==> src/rtl/uart_rx_pkg.sv <==
// UART receive shared definitions: FSM encoding, prescale and parity constants.
// Imported by the frame controller and its edge/bit counter.
package uart_rx_pkg;

  localparam logic [2:0] ST_IDLE   = 3'd0;
  localparam logic [2:0] ST_START  = 3'd1;
  localparam logic [2:0] ST_DATA   = 3'd2;
  localparam logic [2:0] ST_PARITY = 3'd3;
  localparam logic [2:0] ST_STOP   = 3'd4;

  localparam logic [7:0] PRESC_8   = 8'd8;
  localparam logic [7:0] PRESC_16  = 8'd16;
  localparam logic [7:0] PRESC_32  = 8'd32;
  localparam logic [7:0] PRESC_DEF = PRESC_8;

  localparam logic PAR_EVEN = 1'b0;
  localparam logic PAR_ODD  = 1'b1;

  // Last edge index of a bit; anything not legal behaves as the default.
  function automatic logic [4:0] presc_pm1(input logic [7:0] p);
    logic [4:0] r;
    case (p)
      PRESC_16: r = 5'd15;
      PRESC_32: r = 5'd31;
      default:  r = 5'd7;
    endcase
    return r;
  endfunction

endpackage

==> src/rtl/uart_rx_edge_bit_cnt.sv <==
// Oversampling edge counter and frame bit counter.
// Flags the last edge of each bit and the last data bit.
module uart_rx_edge_bit_cnt
  import uart_rx_pkg::*;
#(
  parameter int EDGE_W     = 5,
  parameter int DATA_WIDTH = 8
) (
  input  logic              clk,
  input  logic              rst,
  input  logic              start_i,
  input  logic              run_i,
  input  logic [EDGE_W-1:0] pm1_i,
  output logic [EDGE_W-1:0] edge_cnt_o,
  output logic              wrap_o,
  output logic              data_done_o
);

  localparam int BIT_W = $clog2(DATA_WIDTH + 4);

  logic [EDGE_W-1:0] edge_q, edge_d;
  logic [BIT_W-1:0]  bit_q, bit_d;

  assign edge_cnt_o  = edge_q;
  assign wrap_o      = run_i && (edge_q == pm1_i);
  assign data_done_o = wrap_o && (bit_q == BIT_W'(DATA_WIDTH));

  // Detection cycle is edge 0, so a new frame resumes at edge 1.
  always_comb begin
    edge_d = '0;
    bit_d  = '0;
    if (start_i) begin
      edge_d = EDGE_W'(1);
    end else if (run_i) begin
      if (wrap_o) begin
        bit_d = bit_q + BIT_W'(1);
      end else begin
        edge_d = edge_q + EDGE_W'(1);
        bit_d  = bit_q;
      end
    end
  end

  always_ff @(posedge clk or negedge rst) begin
    if (!rst) begin
      edge_q <= '0;
      bit_q  <= '0;
    end else begin
      edge_q <= edge_d;
      bit_q  <= bit_d;
    end
  end

endmodule

==> src/rtl/uart_rx_frame_ctrl.sv <==
// UART receive frame controller: start detect, sampler enable,
// LSB-first deserialiser, parity/stop checks and data_valid strobe.
module uart_rx_frame_ctrl
  import uart_rx_pkg::*;
#(
  parameter int DATA_WIDTH = 8,
  parameter int EDGE_W     = 5
) (
  input  logic                  clk,
  input  logic                  rst,
  input  logic                  RX_IN,
  input  logic [7:0]            prescale,
  input  logic                  PAR_EN,
  input  logic                  PAR_TYP,
  input  logic                  sampled_bit,
  output logic                  dat_samp_en,
  output logic [EDGE_W-1:0]     edge_cnt,
  output logic [DATA_WIDTH-1:0] P_DATA,
  output logic                  data_valid,
  output logic                  par_err,
  output logic                  stp_err
);

  logic [2:0]            state_q, state_d;
  logic [EDGE_W-1:0]     pm1_q, s_edge;
  logic [DATA_WIDTH-1:0] data_q;
  logic                  en_q, dv_q, par_err_q, stp_err_q;
  logic                  start_det, samp, abort, run;
  logic                  wrap, data_done, exp_par;

  assign s_edge    = (pm1_q >> 1) + EDGE_W'(2);
  assign start_det = (state_q == ST_IDLE) && !RX_IN;
  assign samp      = (state_q != ST_IDLE) && (edge_cnt == s_edge);
  assign abort     = (state_q == ST_START) && samp && sampled_bit;
  assign run       = (state_q != ST_IDLE) && !abort;
  assign exp_par   = (^data_q) ^ (PAR_TYP == PAR_ODD);

  uart_rx_edge_bit_cnt #(
    .EDGE_W    (EDGE_W),
    .DATA_WIDTH(DATA_WIDTH)
  ) u_cnt (
    .clk        (clk),
    .rst        (rst),
    .start_i    (start_det),
    .run_i      (run),
    .pm1_i      (pm1_q),
    .edge_cnt_o (edge_cnt),
    .wrap_o     (wrap),
    .data_done_o(data_done)
  );

  always_comb begin
    state_d = state_q;
    case (state_q)
      ST_IDLE:   if (start_det) state_d = ST_START;
      ST_START: begin
        if (abort)     state_d = ST_IDLE;
        else if (wrap) state_d = ST_DATA;
      end
      ST_DATA: begin
        if (data_done) state_d = PAR_EN ? ST_PARITY : ST_STOP;
      end
      ST_PARITY: if (wrap) state_d = ST_STOP;
      ST_STOP:   if (wrap) state_d = ST_IDLE;
      default:   state_d = ST_IDLE;
    endcase
  end

  always_ff @(posedge clk or negedge rst) begin
    if (!rst) begin
      state_q   <= ST_IDLE;
      pm1_q     <= EDGE_W'(presc_pm1(PRESC_DEF));
      data_q    <= '0;
      en_q      <= 1'b0;
      dv_q      <= 1'b0;
      par_err_q <= 1'b0;
      stp_err_q <= 1'b0;
    end else begin
      state_q <= state_d;
      en_q    <= (state_d != ST_IDLE);
      // Strobe lands on edge S+1, after the stop sample.
      dv_q    <= (state_q == ST_STOP) && samp && sampled_bit && !par_err_q;
      if (start_det) begin
        pm1_q     <= EDGE_W'(presc_pm1(prescale));
        par_err_q <= 1'b0;
        stp_err_q <= 1'b0;
      end
      if (state_q == ST_DATA && samp)
        data_q <= {sampled_bit, data_q[DATA_WIDTH-1:1]};
      if (state_q == ST_PARITY && samp)
        par_err_q <= sampled_bit ^ exp_par;
      if (state_q == ST_STOP && samp)
        stp_err_q <= ~sampled_bit;
    end
  end

  assign dat_samp_en = en_q;
  assign P_DATA      = data_q;
  assign data_valid  = dv_q;
  assign par_err     = par_err_q;
  assign stp_err     = stp_err_q;

endmodule

==> config.mk <==
export PLATFORM = sky130hd
export DESIGN_NAME = uart_rx_frame_ctrl
export DESIGN_NICKNAME = d
export VERILOG_FILES = /design/src/rtl/uart_rx_pkg.sv /design/src/rtl/uart_rx_edge_bit_cnt.sv /design/src/rtl/uart_rx_frame_ctrl.sv
export SDC_FILE = /design/constraint.sdc
export NUM_CORES = 1
export LEC_CHECK = 0
export CORE_AREA = 2 2 65 67
export DETAILED_ROUTE_END_ITERATION = 6
export DIE_AREA = 0 0 67 69
export GPL_TIMING_DRIVEN = 0
export PLACE_DENSITY_LB_ADDON = 0.12
export RECOVER_POWER = 25
export SYNTH_ARGS = -nofsm -noshare
export SYNTH_HDL_FRONTEND = slang
export SYNTH_HIERARCHICAL = 1
export SYNTH_SLANG_ARGS = --single-unit
==> constraint.sdc <==
create_clock -name clk -period 3.7 [get_ports clk]
set_input_delay 1.11 -clock clk [delete_from_list [all_inputs] [get_ports clk]]
set_output_delay 1.11 -clock clk [all_outputs]
set_load 0.1 [all_outputs]
# Word level (Yosys, flattened, before mapping)
# Cells that the tools add are included.
# op_classes
n_eq_ne	10
n_mux	18
reduce_logical	21
bitwise_logic	3
add_sub_neg	3
# op_table
op	count
$mux W3	7
$mux W5	3
$pmux W3 S5	1
$logic_and A1 B1 Y1	12
$mux W4	3
$eq A5 B5 Y1	2
$pmux W5 S2	1
$eq A8 B5 Y1 const B	1
$eq A8 B6 Y1 const B	1
$reduce_xor A8 Y1	1
$eq A3 B2 Y1 const B	2
$reduce_bool A3 Y1	2
$add A4 B2 Y5 const B	1
$add A5 B1 Y5 const B	1
$add A4 B1 Y4 const B	1
$eq A4 B4 Y1 const B	1
$reduce_bool A2 Y1	2
$eq A3 B1 Y1 const B	1
$eq A3 B3 Y1 const B	1
$logic_not A1 Y1	3
$logic_not A3 Y1	1
$mux W1	3
$ne A3 B3 Y1 const B	1
$xor A1 B1 Y1	2
$not A1 Y1	1
# word_totals
regBits	29
out_inout_bits	17
word_cells	64
in_bits	14

# Logic depth before layout (Yosys ltp)
# Gate-level depths: netlist of run 1.
# logic_depth
ltp_word	12
mapped_depth	12
depth_no_buf	12

# By module
# The synthesis of run 1 kept the hierarchy.
# by_module_without_submodules
mod	area_per_inst_um2	instances	cells_each	seq_area_each_um2
uart_rx_frame_ctrl	979.7	1	89	425.4
uart_rx_edge_bit_cnt	559.3	1	55	225.2

# Worst setup path after synthesis of run 1
# No wires, ideal clock.
# synth_path
path_type	register -> register
from	register u_cnt.edge_q[2] (netlist: u_cnt/edge_cnt_o[2])
to	register en_q (netlist: dat_samp_en)
setup_time_ns	0.138
required_time_ns	3.562
path_buffers	0
t_arrival_ns	2.694
period_less_slack_ns	2.832
setup_slack_ns	0.868
stages_incl_launch_ff	11
cell_sequence	dfrtp_1 -> xor2_1 -> and4_2 -> nand2_1 -> a211o_1 -> and2_1 -> nand2_1 -> nor3_1 -> a31o_2 -> o21ai_0 -> o211ai_1
# synth_via
elab_chain_len	11
elab_cells_between_ends	16
classes_between	eq/ne: 2; mux: 6; reduce/logical: 8
# synth_lines
item	line_no	source
from (decl)	uart_rx_edge_bit_cnt.sv:21	logic [EDGE_W-1:0] edge_q, edge_d;
from (signal assigned)	uart_rx_edge_bit_cnt.sv:49	edge_q <= edge_d;
$eq A5 B5 Y1	uart_rx_frame_ctrl.sv:33	assign samp = (state_q != ST_IDLE) && (edge_cnt == s_edge);
$logic_and A1 B1 Y1	uart_rx_frame_ctrl.sv:33	
$logic_and A1 B1 Y1 (2 in series)	uart_rx_frame_ctrl.sv:34	assign abort = (state_q == ST_START) && samp && sampled_bit;
$logic_not A1 Y1	uart_rx_frame_ctrl.sv:35	assign run = (state_q != ST_IDLE) && !abort;
$logic_and A1 B1 Y1	uart_rx_frame_ctrl.sv:35	
via run	uart_rx_frame_ctrl.sv:28	logic start_det, samp, abort, run;
$logic_and A1 B1 Y1	uart_rx_edge_bit_cnt.sv:25	assign wrap_o = run_i && (edge_q == pm1_i);
$logic_and A1 B1 Y1	uart_rx_edge_bit_cnt.sv:26	assign data_done_o = wrap_o && (bit_q == BIT_W'(DATA_WIDTH));
via data_done	uart_rx_frame_ctrl.sv:29	logic wrap, data_done, exp_par;
$mux W3	uart_rx_frame_ctrl.sv:61	if (data_done) state_d = PAR_EN ? ST_PARITY : ST_STOP;
$pmux W3 S5	uart_rx_frame_ctrl.sv:54	case (state_q)
$reduce_bool A3 Y1	uart_rx_frame_ctrl.sv:80	en_q <= (state_d != ST_IDLE);
to (signal assigned)	uart_rx_frame_ctrl.sv:80	
to (decl)	uart_rx_frame_ctrl.sv:27	logic en_q, dv_q, par_err_q, stp_err_q;
# The timed path passes the listed nets, and every way through them passes these cells.
# A chain may end at the register's enable or synchronous reset.

# Worst setup path after layout of run 1
# layout_path
from	input port sampled_bit
to	register state_q[1]
# layout_via
elab_chain_len	7
elab_cells_between_ends	11
classes_between	mux: 6; reduce/logical: 5
# layout_lines
item	line_no	source
from (decl)	uart_rx_frame_ctrl.sv:15	input logic sampled_bit,
$logic_and A1 B1 Y1 *	uart_rx_frame_ctrl.sv:34	
$logic_not A1 Y1 *	uart_rx_frame_ctrl.sv:35	
$logic_and A1 B1 Y1 *	uart_rx_frame_ctrl.sv:35	
via run	uart_rx_frame_ctrl.sv:28	
$logic_and A1 B1 Y1 *	uart_rx_edge_bit_cnt.sv:25	
via wrap	uart_rx_frame_ctrl.sv:29	
$mux W3 / $logic_and A1 B1 Y1 (equally long branches)	uart_rx_frame_ctrl.sv:58, uart_rx_edge_bit_cnt.sv:26	
$mux W3, on equally long branches	uart_rx_frame_ctrl.sv:57, uart_rx_frame_ctrl.sv:61	
$pmux W3 S5 *	uart_rx_frame_ctrl.sv:54	
via state_d[1]	uart_rx_frame_ctrl.sv:24	logic [2:0] state_q, state_d;
to (signal assigned)	uart_rx_frame_ctrl.sv:79	state_q <= state_d;
to (decl)	uart_rx_frame_ctrl.sv:24	
# The timed path passes the listed nets; every way through them passes the cells marked *.

==> results of run 1 <==
[power by group through the flow]
stage                     combinational (mW)  sequential, mW  clock, mW
after floorplan                        0.353           0.710          0
after global placement                 0.806           0.435          0
after detailed placement               0.815           0.438          0
after CTS                              0.820           0.432      0.162
after global routing                   0.869           0.442      0.174
final                                  0.809           0.430      0.156
[synth_stat cells (2+ instances only)]
cell type	number
xnor2_1	10
a211o_1	2
nand3_1	5
nor2_1	6
nand2b_1	2
a21oi_1	5
xnor2_2	5
or4_1	2
nand2_1	15
and3_1	2
o211ai_1	2
mux2i_1	2
ha_1	4
mux2_4	8
inv_1	9
clkbuf_1	2
a31o_2	2
nor2b_1	3
dfrtp_1	26
and4_2	2
o21ai_0	5
nor3_1	5
o31ai_1	2
xor2_1	4
[cell families (layout without fill, tap and decap cells)]
| logic type | Yosys count | in the layout | synth area share (%) |
|---|---|---|---|
| AOI/OAI and AO/OA | 22 | 22 | 9.59 |
| buffers and inverters | 12 | 45 | 3.41 |
| other | 1 | 3 | 0.244 |
| xor gates and xnor gates | 20 | 20 | 14.7 |
| muxes | 10 | 10 | 9.11 |
| DFF | 26 | 26 | 42.3 |
| and+or+nand+nor | 49 | 49 | 17.4 |
| adders and majority gates | 4 | 4 | 3.25 |
[path summary, 6_finish.rpt]
check	start	to	cells after the start
setup / recovery	sampled_bit	state_q[1]$_DFF_PN0_	9
hold / removal	par_err$_DFFE_PN0P_	data_valid$_DFF_PN0_	1
setup reg to reg	pm1_q[3]$_DFFE_PN0P_	state_q[1]$_DFF_PN0_	11
hold reg to reg	par_err$_DFFE_PN0P_	data_valid$_DFF_PN0_	1
max in group asynchronous	rst	stp_err$_DFFE_PN0P_	1
min in group asynchronous	rst	P_DATA[4]$_DFFE_PN0P_	1
[per-stage QoR]
| step | worst slack, ps | hold WS [ps] | area (sq um) | util [%] | cells |
|---|---|---|---|---|---|
| 3_3_place_gp | 397 | 466 | 1910 | 48.8 | 226 |
| 2_1_floorplan | 868 | 490 | 1550 | - | 146 |
| 6_report | 508 | 485 | 1920 | 49.0 | 229 |
| 3_5_place_dp | 393 | 474 | 1910 | 48.8 | 226 |
| 5_1_grt | 392 | 513 | 1920 | 49.0 | 229 |
| 4_1_cts | 603 | 486 | 1950 | 49.8 | 229 |
[metal layers]
layer	global-route usage (%)	vias up
met5	0	-
met4	3.17	0
met3	1.96	4
met2	24.8	35
met1	20.5	555
li1	-	574
[state kept, by name (all words and copies together) (netlist names)]
| signal | flops |
|---|---|
| par_err | 1 |
| u_cnt/bit_q | 4 |
| data_valid | 1 |
| P_DATA | 8 |
| dat_samp_en | 1 |
| u_cnt/edge_cnt_o | 5 |
| pm1_q | 2 |
| stp_err | 1 |
| state_q | 3 |
[final cells by class]
type,count,share of cell area (%)
plain buffers,3,0.587
clock buffers,3,2.15
inverters,9,1.76
multi-input cells,108,42.6
flip-flops and latches,26,33.9
well taps,50,3.26
repair buffers,30,15.7
==> metrics.yaml, run 1 <==
clock_tree:
  cts_setup_buffers: 0
  ctsLongestPathBuffers: 2
  clkSlewWorstSetupHoldPaths_ps: 80
  cts_resized: 0
  clk_latency_ps: 260
  root_buffer: "clkbuf_8"
  cts_buffers: 3
  cts_tree: "done"
  hold_buffers: 0
  cts.sinks: 26
  h-tree-depth: 1
worst_setup_path:
  endpoint_kind: "register"
  worstPathCellList: "dlygate4sd3_1, nand2_1, a211o_1, and2_1, nand2_1, inv_1, inv_1, a211o_1, a311oi_1"
  arrival_ps: 3360
  path_class: "input pin to register"
  critical-path-top-delay-family: "buffers and inverters"
  worst-path-buf-inv: 3
  reg2reg_slack_ps: 870
  required_ps: 3860
  slowest_stage: "dlygate4sd3_1"
  max_stage_delay_ps: 660
  startpoint_type: "input pin"
  cp_max_fo: 7
routing:
  vias: 1168
  first_pass_iters: 4
  antenna_left: 0
  wl_met3_um: 134
  routed.top_layer: "met4"
  wl_met2_um: 1540
  drt-vias-per-instance: 5.10
  wl_met1_um: 1420
  drt_iter0_drc: 53
  drt-total-wl_um: 3120
  post-route-drc-count: 0
  avgRoutedWirePerCell_um: 13.6
finish:
  seqCellArea_sq_um: 651
  multi_input_area_sq_um: 817
  nets: 199
  area_growth_pct: 24.6
  drive_gt1_share_pct: 8.38
  final_common_cell: "clkdlybuf4s50_1"
  fillCellCount: 391
  diodes: 0
  final_cell_mix: "27 x clkdlybuf4s50_1, 26 x dfrtp_1, 15 x nand2_1"
grt:
  antenna_found_initial: 0
  grt_pass1_wl_um: 5520
  overflow: 0
  grt_max_degree: 27
  track_usage_pct: 14.9
  grt_pass1_vias: 1201
synthesis:
  synth_edf_count: 0
  yosysSeqAreaShare_pct: 42.3
  ys_types: 38
  ys_ff_latch: 26
  ys.flop_type: "dfrtp_1"
  netlist_instances: 144
  ys_async_sr_fraction_pct: 100
  yosys-top-cells-area: "dfrtp_1 42%, mux2_4 7.8%, xnor2_1 5.7%"
  syn_area_sq_um: 1540
  synth_top_area_share_pct: 42.3
  syn_area_per_cell_sq_um: 10.7
  synth.largest_area_cell: "dfrtp_1"
  synth_warnings: 6
floorplan:
  design.die.area_sq_um: 4620
  core_area_sq_um: 3910
  io_pins: 31
  rows: 23
  die_w_um: 67
  die_h_um: 69
  initial_utilization_pct: 39.3
power_and_ir_drop:
  p_per_area_nw_per_um2: 728
  switchingPower_mw: 0.706
  peakVddDrop_mv: 0.305
  seqPwrFrac_pct: 30.8
  combPwrFrac_pct: 58.0
  switching_share_pct: 50.6
  power_mw: 1.40
  cellLeakagePower_nw: 0.842
  p_int_mw: 0.690
  p_clk_share_pct: 11.2
timing:
  min_period_over_period_pct: 86.3
  rsz0062_at_grt: "no"
  clock.fmax_mhz: 313
  hold_viol_final: 0
  final-setup-viol-count: 0
  drv_slew: 0
  period_minus_slack_ps: 3190
  slew_headroom_pct: 21.7
  worst_pin_slew_ps: 1170
  final.setup.tns_ps: 0
  finalClockSkew_ps: 2.16
place:
  finalWeightedCongestion: 0.902
  io_buffers: 30
  hpwlAfterDp_um: 2360
status:
  outcome: "completed"
hold_path:
  min_path_type: "register to register"
job:
  maxCapViolCount: 0
No activity file was read; power rests on OpenSTA's default activity.
==> run 2: changes to the inputs <==
--- a/config.mk
+++ b/config.mk
@@ -5,10 +5,11 @@
 export SDC_FILE = /design/constraint.sdc
 export NUM_CORES = 1
 export LEC_CHECK = 0
-export CORE_AREA = 2 2 65 67
+export CELL_PAD_IN_SITES_DETAIL_PLACEMENT = 2
+export CELL_PAD_IN_SITES_GLOBAL_PLACEMENT = 2
+export CORE_AREA = 2 2 73 75
 export DETAILED_ROUTE_END_ITERATION = 6
-export DIE_AREA = 0 0 67 69
-export GPL_TIMING_DRIVEN = 0
+export DIE_AREA = 0 0 75 77
 export PLACE_DENSITY_LB_ADDON = 0.12
 export RECOVER_POWER = 25
 export SYNTH_ARGS = -nofsm -noshare
==> constraint.sdc (replaced) <==
create_clock -name clk -period 3.5 [get_ports clk]
set_input_delay 1.05 -clock clk [delete_from_list [all_inputs] [get_ports clk]]
set_output_delay 1.05 -clock clk [all_outputs]
set_load 0.1 [all_outputs]
==> run 2 against run 1 <==
  * Register-to-register slack got worse by 240 ps
  * Clock skew increased by 1.2 ps
  * Clock power increased by 28%
  * Die area increased by 25%
  * Non-clock buffer count decreased by 1
  * Design area increased by 1.2%
  * Sequential power increased by 13%
  * Wire length increased by 24%
  * Combinational power increased by 3.2%
  * Global-route usage decreased by 0.56 points
  * Via count increased by 0.94%
  * Worst setup slack improved by 110 ps
  * Critical endpoint unchanged
  * Largest power group unchanged
==> metrics.yaml, run 2 (synthesis gave the netlist of run 1 again) <==
floorplan:
  die_h_um: 77
  rows: 26
  core_area_sq_um: 4980
  die_w_um: 75
  initial_utilization_pct: 30.9
  io_pins: 31
  design.die.area_sq_um: 5780
timing:
  min_period_over_period_pct: 82.3
  slew_headroom_pct: 1.23
  drv_slew: 0
  final.setup.tns_ps: 0
  whs_ps: 496
  clock.fmax_mhz: 347
  rsz0062_at_grt: "no"
  final-setup-viol-count: 0
  period_minus_slack_ps: 2880
  finalClockSkew_ps: 3.35
  worst_pin_slew_ps: 1480
  hold_viol_final: 0
clock_tree:
  clkSlewWorstSetupHoldPaths_ps: 100
  cts_buffers: 3
  ctsLongestPathBuffers: 2
  cts_resized: 0
  cts_setup_buffers: 0
  cts_tree: "done"
  cts.sinks: 26
  clk_latency_ps: 270
  hold_buffers: 0
  h-tree-depth: 1
  root_buffer: "clkbuf_8"
routing:
  first_pass_iters: 4
  drt-total-wl_um: 3860
  drt-vias-per-instance: 4.73
  drt_iter0_drc: 15
  vias: 1179
  antenna_left: 0
  post-route-drc-count: 0
  avgRoutedWirePerCell_um: 15.5
worst_setup_path:
  arrival_ps: 3050
  required_ps: 3670
  worstPathCellList: "clkdlybuf4s50_1, nand2_1, a211o_1, and2_1, nand2_1, inv_1, inv_1, a211o_1, a311oi_1"
  endpoint_kind: "register"
  worst-path-buf-inv: 3
  path_class: "input pin to register"
  startpoint_type: "input pin"
  slowest_stage: "clkdlybuf4s50_1"
  cp_max_fo: 7
  critical-path-top-delay-family: "compound AO/OA/AOI/OAI gates"
  max_stage_delay_ps: 440
grt:
  overflow: 0
  track_usage_pct: 14.4
  antenna_found_initial: 0
  grt_pass1_vias: 1305
  grt_max_degree: 27
  grt_pass1_wl_um: 6400
finish:
  final_common_cell: "dfrtp_1"
  drive_gt1_share_pct: 22.9
  final_cell_mix: "26 x dfrtp_1, 18 x buf_4, 15 x nand2_1"
  diodes: 0
  area_growth_pct: 26.0
  largest_reg_flops: 8
  layout.cells.non_filler: 249
  nets: 198
place:
  finalWeightedCongestion: 0.757
  io_buffers: 30
  hpwlAfterDp_um: 2980
  place_inst: 245
job:
  maxCapViolCount: 0
power_and_ir_drop:
  peakVddDrop_mv: 0.384
  cellLeakagePower_nw: 0.901
  p_per_area_nw_per_um2: 785
status:
  outcome: "completed"
hold_path:
  min_path_type: "register to register"
## run 2: area by class of cell
type	count	area (sq um)
multi-input cells	108	843
inverters	9	33.8
clock buffers	4	55.1
repair buffers	32	269
well taps	70	87.6
fillers	551	3040
flip-flops and latches	26	651
## run 2: worst paths after layout
check / startpoint / endpoint / slack, ps / depth (start not counted)
worst max-delay path: sampled_bit / state_q[1]$_DFF_PN0_ / 620 / 9
worst min-delay path: par_err$_DFFE_PN0P_ / data_valid$_DFF_PN0_ / 500 / 1
worst max register to register: pm1_q[3]$_DFFE_PN0P_ / state_q[1]$_DFF_PN0_ / 630 / 11
worst min register to register: par_err$_DFFE_PN0P_ / data_valid$_DFF_PN0_ / 500 / 1
max in group asynchronous: rst / stp_err$_DFFE_PN0P_ / 980 / 2
min in group asynchronous: rst / P_DATA[0]$_DFFE_PN0P_ / 1660 / 2
## run 2: stage by stage
step / util [%] / area [sq um] / setup WS, ps / total power, mW
6_report: 39.0 / 1940 / 620 / 1.52
5_1_grt: 39.0 / 1940 / 403 / 1.62
4_1_cts: 39.0 / 1940 / 593 / 1.55
3_5_place_dp: 37.9 / 1890 / 384 / 1.33
3_3_place_gp: 37.9 / 1890 / 508 / 1.31
2_1_floorplan: - / 1550 / 668 / 1.12
## run 2: layer usage
metal  GRT usage, %  part of all wire, %
met1           19.5                   46
met2           23.9                   50
met3           2.23                  3.9
met4           2.86                 0.44
met5              0                    0
## run 2: power by group
group | leakage (nW) | switching, mW | internal [mW]
Clock | 0.0288 | 0.0990 | 0.101
Combinational | 0.526 | 0.561 | 0.273
Sequential | 0.345 | 0.119 | 0.369
==> run 3: changes to the inputs <==
--- a/config.mk
+++ b/config.mk
@@ -7,9 +7,9 @@
 export LEC_CHECK = 0
 export CELL_PAD_IN_SITES_DETAIL_PLACEMENT = 2
 export CELL_PAD_IN_SITES_GLOBAL_PLACEMENT = 2
-export CORE_AREA = 2 2 73 75
+export CORE_AREA = 2 2 76 78
 export DETAILED_ROUTE_END_ITERATION = 6
-export DIE_AREA = 0 0 75 77
+export DIE_AREA = 0 0 78 80
 export PLACE_DENSITY_LB_ADDON = 0.12
 export RECOVER_POWER = 25
 export SYNTH_ARGS = -nofsm -noshare
==> constraint.sdc (replaced) <==
create_clock -name clk -period 2.3 [get_ports clk]
set_input_delay 0.69 -clock clk [delete_from_list [all_inputs] [get_ports clk]]
set_output_delay 0.69 -clock clk [all_outputs]
set_load 0.1 [all_outputs]
==> run 3 against run 2 <==
  * Worst setup slack lost 590 ps
  * Total power grew 72%
  * Sequential power grew 48%
  * Utilization grew 2.4 points
  * Clock skew shrank 1.1 ps
  * Global-route usage grew 0.97 points
  * Combinational power grew 94%
  * Clock power grew 41%
  * First-iteration DRC count grew 120%
  * Via count grew 8.2%
  * Critical path type is now register to register
  * Critical endpoint is now dat_samp_en$_DFF_PN0_
  * Largest power group unchanged
==> metrics.yaml, run 3 (synthesis gave the netlist of run 1 again) <==
status:
  outcome: "completed"
finish:
  fillCellCount: 578
  largest_reg_flops: 8
  drive_gt1_share_pct: 38.5
  area_growth_pct: 45.3
  final_cell_mix: "34 x buf_4, 21 x dfrtp_1, 13 x nand2_1"
  nets: 219
  final_area_sq_um: 2240
  layout.cells.non_filler: 272
  final_common_cell: "buf_4"
  diodes: 0
clock_tree:
  root_buffer: "clkbuf_8"
  ctsLongestPathBuffers: 2
  h-tree-depth: 1
  cts.sinks: 26
  cts_tree: "done"
  clk_latency_ps: 280
  cts_buffers: 3
  clkSlewWorstSetupHoldPaths_ps: 90
worst_setup_path:
  cp_max_fo: 3
  endpoint_kind: "register"
  r2r-start: "pm1_q[4]$_DFFE_PN0P_"
  arrival_ps: 2430
  reg2reg_depth: 11
  reg2reg_to: "dat_samp_en$_DFF_PN0_"
  path_class: "register to register"
  startpoint_type: "register"
  reg2reg_slack_ps: 30
  required_ps: 2460
place:
  hpwlAfterDp_um: 3450
  finalWeightedCongestion: 0.739
  place_inst: 264
  dpl_cell_area_sq_um: 2100
  pre_cts_slack_ps: -192
  io_buffers: 30
timing:
  clock.fmax_mhz: 441
  setup_slack_ps: 30.1
  drv_slew: 0
  slew_headroom_pct: 53.9
  final-setup-viol-count: 0
  whs_ps: 485
  hold_viol_final: 0
  min_period_over_period_pct: 98.7
  rsz0062_at_grt: "yes"
  worst_pin_slew_ps: 691
  final.setup.tns_ps: 0
  finalClockSkew_ps: 2.24
  period_minus_slack_ps: 2270
job:
  maxCapViolCount: 0
floorplan:
  core_area_sq_um: 5410
  initial_utilization_pct: 28.5
  rows: 27
  die_h_um: 80
  io_pins: 31
  die_w_um: 78
  design.die.area_sq_um: 6240
grt:
  overflow: 0
  track_usage_pct: 15.3
  grt_pass1_wl_um: 7420
  grt_pass1_vias: 1496
  grt_max_degree: 27
  antenna_found_initial: 0
routing:
  vias: 1276
  avgRoutedWirePerCell_um: 16.1
  first_pass_iters: 3
  antenna_left: 0
  drt-total-wl_um: 4380
  post-route-drc-count: 0
  drt-vias-per-instance: 4.69
  drt_iter0_drc: 33
hold_path:
  hp-start: "par_err$_DFFE_PN0P_"
  min_path_type: "register to register"
  min_to: "data_valid$_DFF_PN0_"
  hold_depth: 1
power_and_ir_drop:
  p_int_mw: 1.35
  peakVddDrop_mv: 0.463
  seqPwrFrac_pct: 27.5
  cellLeakagePower_nw: 1.03
  combPwrFrac_pct: 61.8
  p_clk_share_pct: 10.8
  p_per_area_nw_per_um2: 1170
  switchingPower_mw: 1.27
  switching_share_pct: 48.4
-- run 3: worst max-delay path by stage --
| stage | start | to | slack [ps] |
|---|---|---|---|
| 2_1_floorplan | pm1_q[3]$_DFFE_PN0P_ | dat_samp_en$_DFF_PN0_ | -40 |
| 3_3_place_gp | sampled_bit | dat_samp_en$_DFF_PN0_ | -130 |
| 3_5_place_dp | sampled_bit | dat_samp_en$_DFF_PN0_ | -190 |
| 4_1_cts | pm1_q[3]$_DFFE_PN0P_ | dat_samp_en$_DFF_PN0_ | -60 |
| 5_1_grt | pm1_q[4]$_DFFE_PN0P_ | dat_samp_en$_DFF_PN0_ | -80 |
| 6_report | pm1_q[4]$_DFFE_PN0P_ | dat_samp_en$_DFF_PN0_ | 30 |
-- run 3: power by group through the flow --
stage               Clock, mW  Sequential, mW  Combinational [mW]
CTS                     0.297           0.719                1.62
finish                  0.282           0.721                1.62
global route            0.315           0.748                1.74
global placement            0           0.715                1.53
detailed placement          0           0.725                1.57
floorplan                   0            1.16               0.581
-- run 3: cell type report --
cell class | count | area, sq um | area share, %
Sequential cell | 26 | 667 | 29.8
Inverter | 9 | 33.8 | 1.51
Clock buffer | 4 | 45.0 | 2.01
Multi-Input combinational cell | 108 | 910 | 40.7
Tap cell | 72 | 90.1 | 4.03
Timing Repair Buffer | 53 | 490 | 21.9
-- run 3: critical path: stages (launching register included) --
cell      delay (ps)
dfrtp_1          430
ha_4             300
xnor2_4          110
and4_4           250
nand2_4           50
a211o_1          280
and2_4           160
nand2_4           70
nor3_2            50
a31o_2           250
o21ai_2          110
o211ai_1          90
-- run 3: repair_timing --
action / in CTS / in global routing
resized for setup: 9 / 3
gates cloned: 0 / 0
setup buffers: 2 / 2
hold buffers: 0 / 0
setup endpoints to repair: 7 / 7
pin swaps: 6 / 4
-- run 3: layer usage --
| layer | GRT usage, % | wire length (um) |
|---|---|---|
| met5 | 0 | 0 |
| met4 | 5.26 | 66 |
| met3 | 2.49 | 139 |
| met2 | 27.8 | 2320 |
| met1 | 18.4 | 1850 |
-- run 3: per-stage QoR --
stage | power (mW) | util, %
2_1_floorplan | 1.74 | -
3_3_place_gp | 2.24 | 38.9
3_5_place_dp | 2.29 | 38.9
4_1_cts | 2.63 | 40.8
5_1_grt | 2.80 | 41.4
6_report | 2.62 | 41.4
